$ cat config.mk
export PLATFORM = sky130hd
export DESIGN_NAME = jk_bank_counter_flat
export DESIGN_NICKNAME = d
export VERILOG_FILES = /design/src/rtl/jk_bank_counter_pkg.sv /design/src/rtl/jk_bank_counter_if.sv /design/src/rtl/jk_bank_counter_cell.sv /design/src/rtl/jk_bank_counter.sv /design/src/flat_wrapper.sv
export SDC_FILE = /design/constraint.sdc
export NUM_CORES = 1
export LEC_CHECK = 0
export BUFFER_PORTS_ARGS = -buffer_cell sky130_fd_sc_hd__buf_2
export CORE_UTILIZATION = 47
export CTS_CLUSTER_SIZE = 28
export DETAILED_ROUTE_END_ITERATION = 10
export GPL_TIMING_DRIVEN = 0
export MAX_ROUTING_LAYER = met4
export PLACE_DENSITY_LB_ADDON = 0.2
export REMOVE_ABC_BUFFERS = 1
export SLEW_MARGIN = 10
export SYNTH_ARGS = -nofsm -noshare
export SYNTH_HDL_FRONTEND = slang
export SYNTH_SLANG_ARGS = --single-unit
$ cat constraint.sdc
create_clock -name clk -period 2.6 [get_ports clk]
set_clock_uncertainty 0.05 [all_clocks]
set_input_delay 0.26 -clock clk [delete_from_list [all_inputs] [get_ports clk]]
set_output_delay 0.26 -clock clk [all_outputs]
set_load 0.03 [all_outputs]
$ cat src/rtl/jk_bank_counter_pkg.sv
// Shared definitions for the JK-cell bank counter: mode encoding and parameter legality.
package jk_bank_counter_pkg;

    localparam int JKB_WIDTH_MAX = 16;

    typedef enum logic [1:0] {
        JKB_MODE_JK   = 2'b00,
        JKB_MODE_UP   = 2'b01,
        JKB_MODE_DOWN = 2'b10,
        JKB_MODE_LOAD = 2'b11
    } jkb_mode_e;

    function automatic bit jkb_params_ok(input int width, input int modulus);
        return (width >= 1) && (width <= JKB_WIDTH_MAX) &&
               (modulus >= 2) && (modulus <= (1 << width));
    endfunction

endpackage

$ cat src/rtl/jk_bank_counter_if.sv
// Control/status bundle of the JK bank counter; master drives controls, slave returns cell state.
interface jk_bank_counter_if #(parameter int WIDTH = 4);
    logic             en;
    logic [1:0]       mode;
    logic [WIDTH-1:0] j;
    logic [WIDTH-1:0] k;
    logic [WIDTH-1:0] d;
    logic [WIDTH-1:0] q;
    logic [WIDTH-1:0] q_n;
    logic             tc;

    modport master (output en, mode, j, k, d, input q, q_n, tc);
    modport slave  (input en, mode, j, k, d, output q, q_n, tc);
endinterface

$ cat src/rtl/jk_bank_counter_cell.sv
// Single JK flip-flop with asynchronous active-high reset; q_n is derived so it can never disagree.
module jk_cell (
    input  logic clk,
    input  logic rst,
    input  logic j,
    input  logic k,
    output logic q,
    output logic q_n
);

    always_ff @(posedge clk or posedge rst) begin
        if (rst) begin
            q <= 1'b0;
        end else begin
            case ({j, k})
                2'b00:   q <= q;
                2'b01:   q <= 1'b0;
                2'b10:   q <= 1'b1;
                default: q <= ~q;
            endcase
        end
    end

    assign q_n = ~q;

endmodule

$ cat src/rtl/jk_bank_counter.sv
// WIDTH-bit bank of JK cells usable as a raw JK register, mod-MODULUS up/down counter or load register.
module jk_bank_counter
    import jk_bank_counter_pkg::*;
#(
    parameter int WIDTH   = 4,
    parameter int MODULUS = 10
) (
    input  logic clk,
    input  logic rst,
    jk_bank_counter_if.slave bus
);

    if (!jkb_params_ok(WIDTH, MODULUS)) begin : g_bad_params
        $error("jk_bank_counter: WIDTH must be 1..16 and MODULUS 2..2**WIDTH");
    end

    localparam logic [WIDTH-1:0] CNT_MAX = WIDTH'(MODULUS - 1);
    localparam logic [WIDTH-1:0] ONE     = WIDTH'(1);

    logic [WIDTH-1:0] q;
    logic [WIDTH-1:0] q_n;
    logic [WIDTH-1:0] nxt;
    logic [WIDTH-1:0] j_drv;
    logic [WIDTH-1:0] k_drv;
    jkb_mode_e        mode;

    assign mode = jkb_mode_e'(bus.mode);

    always_comb begin
        nxt   = q;
        j_drv = '0;
        k_drv = '0;
        if (bus.en) begin
            case (mode)
                JKB_MODE_JK: begin
                    j_drv = bus.j;
                    k_drv = bus.k;
                end
                JKB_MODE_UP:   nxt = (q >= CNT_MAX) ? '0 : q + ONE;
                JKB_MODE_DOWN: nxt = ((q == '0) || (q > CNT_MAX)) ? CNT_MAX : q - ONE;
                default:       nxt = (bus.d > CNT_MAX) ? CNT_MAX : bus.d;
            endcase
            // Arithmetic modes still move state through J/K: set rising bits, clear falling bits.
            if (mode != JKB_MODE_JK) begin
                j_drv = nxt & ~q;
                k_drv = ~nxt & q;
            end
        end
    end

    for (genvar i = 0; i < WIDTH; i++) begin : g_cell
        jk_cell u_cell (
            .clk (clk),
            .rst (rst),
            .j   (j_drv[i]),
            .k   (k_drv[i]),
            .q   (q[i]),
            .q_n (q_n[i])
        );
    end

    assign bus.q   = q;
    assign bus.q_n = q_n;
    assign bus.tc  = bus.en & ~rst &
                     (((mode == JKB_MODE_UP) & (q >= CNT_MAX)) |
                      ((mode == JKB_MODE_DOWN) & (q == '0)));

endmodule

$ cat src/flat_wrapper.sv
// flat-port wrapper written by rule: the top's interface ports become plain ports
module jk_bank_counter_flat import jk_bank_counter_pkg::*;
#(
    parameter int WIDTH   = 4,
    parameter int MODULUS = 10
)
  (clk, rst, bus_en, bus_mode, bus_j, bus_k, bus_d, bus_q, bus_q_n, bus_tc);
  jk_bank_counter_if #(.WIDTH(WIDTH)) bus_i ();
  input  logic clk;
  input  logic rst;
  input wire logic [$bits(bus_i.en)-1:0] bus_en;
  input wire logic [$bits(bus_i.mode)-1:0] bus_mode;
  input wire logic [$bits(bus_i.j)-1:0] bus_j;
  input wire logic [$bits(bus_i.k)-1:0] bus_k;
  input wire logic [$bits(bus_i.d)-1:0] bus_d;
  output wire logic [$bits(bus_i.q)-1:0] bus_q;
  output wire logic [$bits(bus_i.q_n)-1:0] bus_q_n;
  output wire logic [$bits(bus_i.tc)-1:0] bus_tc;
  assign bus_i.en = bus_en;
  assign bus_i.mode = bus_mode;
  assign bus_i.j = bus_j;
  assign bus_i.k = bus_k;
  assign bus_i.d = bus_d;
  assign bus_q = bus_i.q;
  assign bus_q_n = bus_i.q_n;
  assign bus_tc = bus_i.tc;
  jk_bank_counter #(.WIDTH(WIDTH), .MODULUS(MODULUS)) u_core (.clk(clk), .rst(rst), .bus(bus_i));
endmodule
==> results by group <==
Outcome
  • Status: finished with violations
  • Failing checks: setup timing

Routing
  • DR iter-0 viols: 17
  • DR vias/cell: roughly 5.8
  • TritonRoute pass-1 iters: 4
  • Final wirelength: roughly 2.4 mm
  • Drt drc: 0
  • Via count: roughly 940
  • Wire per inst: between 10 and 15 um
  • ANT nets after route: 0

Timing
  • Final slew viol count: 0
  • Worst Setup Slack, final: -69.0 ps
  • Tmin final: around 2700 ps
  • Slew @ Worst Pin: roughly 800 ps
  • Final period utilization: 103%
  • # setup viols final: 1
  • RSZ-0062 raised after global routing: yes
  • FMAX: 375 MHz
  • Rel. slew slack: 46.4%
  • Final Hold Vio Count: 0

Global route
  • Number of global-route vias before repair: around 860
  • First-pass GRT wire length: between 3 and 4 mm
  • Antenna violations before repair: 0
  • Pin count of the biggest net entering global routing: 14
  • Total GRT Usage: 25.1%
  • Overflow left after global routing: 0

Floorplanning
  • Initial core utilization: 51.6%
  • IO Count: 26
  • Floorplan core area: approximately 1800 sq um
  • Die Ht: about 46 um
  • Rows: 15
  • Die span in x: between 40 and 50 um
  • Die area: approximately 2100 sq um

Finish
  • # fillers: 150
  • # nets final: 169
  • Most frequent cells in the layout: buf_2, buf_4, ha_1
  • Synthesis-to-finish area growth: 30.5%
  • Layout Utilization: approximately 67%
  • Largest register by flop count: u_core.g_cell.u_cell.q
  • Non-filler instance count after layout: 163
  • Most common cell after layout, fill and taps aside: buf_2
  • Largest regs: u_core.g_cell.u_cell.q x4
  • Layout cells sized above 1: ~50%
  • Antenna cells: 0
  • Max reg flops: 4

Yosys
  • Avg Inst Size Synth: 8.36 sq um
  • Most used DFF post-synth: dfrtp_1
  • Yosys warns: 0
  • Post-synth EDFFs: 0
  • Synthesized area: 920 sq um
  • Yosys reg bits: 4
  • Synth cell types: 43
  • Ys async rst share: between 90% and 100%
  • Post-Synthesis Cells: 110
  • Sequential area share after synthesis: about 11%

Clock tree
  • Worst-skew pair later-pin latency: about 250 ps
  • Cts bufs inserted: 3
  • H-tree depth: 1
  • CTS clock-pin slew for the worst setup and hold paths: 40 ps
  • CTS Sinks: 4
  • CTS Buffer Depth: 2
  • TritonCTS clock tree: yes
  • Clk root buf: clkbuf_4

Power and ir drop
  • P per Cell Area: 1030 nW/um^2
  • Leakage power: 0.531 nW
  • VDD IR max: about 0.65 mV

Setup path
  • Reg2reg setup slack: -70 ps
  • Worst reg2reg path endpoint: u_core.g_cell[3].u_cell.q$_DFFE_PP0P_
  • Required @ worst endpoint: ~2700 ps
  • WP data arrival: between 2000 and 3000 ps
  • R2R depth: 8
  • CP max FO: 3
  • Setup crit start kind: register
  • Crit path kind: register to register
  • CP Capture Type: register
  • Worst reg2reg startpoint: u_core.g_cell[1].u_cell.q$_DFFE_PP0P_

Hold path
  • Worst Hold Class: input pin to async pin

Place
  • Placed Instances: ~150
  • Placer Congestion: approximately 0.91
  • HPWL after DPL: around 1.6 mm
  • # port buffers: 25
  • Place WS: -350 ps

Run
  • Max_cap viols: 0
-- cell families after synthesis --
| group | Yosys count | share of synthesized area [%] |
|---|---|---|
| buffers and inverters | 21 | 16.1 |
| adder cells (fa/ha/maj) | 12 | 16.3 |
| XOR/XNOR | 3 | 2.86 |
| AND/OR/NAND/NOR | 36 | 24.8 |
| flip-flops | 4 | 10.9 |
| AO/OA/AOI/OAI | 34 | 29.1 |
-- worst max-delay path by stage --
| stage | from | endpoint | slack (ps) | cells past startpoint |
|---|---|---|---|---|
| floorplan | u_core.g_cell[0].u_cell.q$_DFFE_PP0P_ | u_core.g_cell[3].u_cell.q$_DFFE_PP0P_ | -380 | 9 |
| detailed placement | u_core.g_cell[1].u_cell.q$_DFFE_PP0P_ | u_core.g_cell[3].u_cell.q$_DFFE_PP0P_ | -350 | 9 |
| global placement | u_core.g_cell[0].u_cell.q$_DFFE_PP0P_ | u_core.g_cell[3].u_cell.q$_DFFE_PP0P_ | -340 | 9 |
| global route | u_core.g_cell[3].u_cell.q$_DFFE_PP0P_ | u_core.g_cell[3].u_cell.q$_DFFE_PP0P_ | -200 | 7 |
| CTS | u_core.g_cell[1].u_cell.q$_DFFE_PP0P_ | u_core.g_cell[3].u_cell.q$_DFFE_PP0P_ | -140 | 8 |
| finish | u_core.g_cell[1].u_cell.q$_DFFE_PP0P_ | u_core.g_cell[3].u_cell.q$_DFFE_PP0P_ | -70 | 8 |
-- power breakdown --
group / internal, mW / total, mW / switching, mW / leakage, nW
logic: 0.445 / 0.958 / 0.513 / 0.475
registers: 0.0996 / 0.196 / 0.0960 / 0.0424
clock network: 0.0520 / 0.0826 / 0.0306 / 0.0138
total: 0.597 / 1.24 / 0.639 / 0.531
-- cell usage after synthesis, drive strengths merged (2+ instances only) --
master	instances	area, sq um
ha	12	150
buf	11	90.1
inv	7	26.3
nor3	7	35.0
a211oi	5	37.5
a21oi	5	25.0
nor3b	5	42.5
o21ai	5	25.0
dfrtp	4	100
and2	3	18.8
nand3	3	15.0
a2111oi	2	17.5
a211o	2	18.8
a21o	2	16.3
a32oi	2	17.5
and3	2	12.5
clkbuf	2	27.5
nand2	2	7.51
nor2	2	7.51
nor4	2	12.5
o21a	2	15.0
o41a	2	22.5
or2	2	12.5
or2b	2	17.5
or3b	2	17.5
xnor2	2	17.5
-- area by class of cell --
cell class | count | area [sq um] | share of cell area, %
clock buffers | 3 | 22.5 | 1.88
repair buffers | 38 | 233 | 19.4
well taps | 25 | 31.3 | 2.61
flip-flops and latches | 4 | 104 | 8.65
multi-input cells | 85 | 771 | 64.2
inverters | 8 | 38.8 | 3.23
-- metal layers --
metal / GRT usage (%) / up-vias / share of wire [%]
met4: 13.5 / 0 / 1.5
met5: - / - / 0
met3: 3.92 / 5 / 3.2
met2: 40.8 / 26 / 51
li1: - / 465 / -
met1: 29.2 / 448 / 44
-- stage by stage --
| stage | power (mW) | hold slack, ps | TNS (ps) | cell area, sq um |
|---|---|---|---|---|
| 2_1_floorplan | 0.669 | -23.9 | -1180 | 802 |
| 3_3_place_gp | 0.824 | 108 | -965 | 958 |
| 3_5_place_dp | 0.843 | 116 | -1130 | 958 |
| 4_1_cts | 1.10 | 405 | -142 | 1120 |
| 5_1_grt | 1.33 | 431 | -425 | 1200 |
| 6_report | 1.24 | 428 | -69.0 | 1200 |
-- worst max-delay path, stage by stage (launching register included) --
cell and delay [ps]:
dfrtp_2 420, buf_4 150, or2_2 280, or3_1 310, a221o_1 340, o41a_1 350, ha_1 320, nor3b_1 140
a211oi_1 210
-- repair_timing --
item,4_1_cts,5_1_grt
pin swaps,1,6
resized for setup,16,16
hold endpoints to repair,4,0
setup endpoints to repair,5,4
hold buffers,1,0
buffers inserted,10,2
Note: power is estimated with default switching activity, not from simulation.
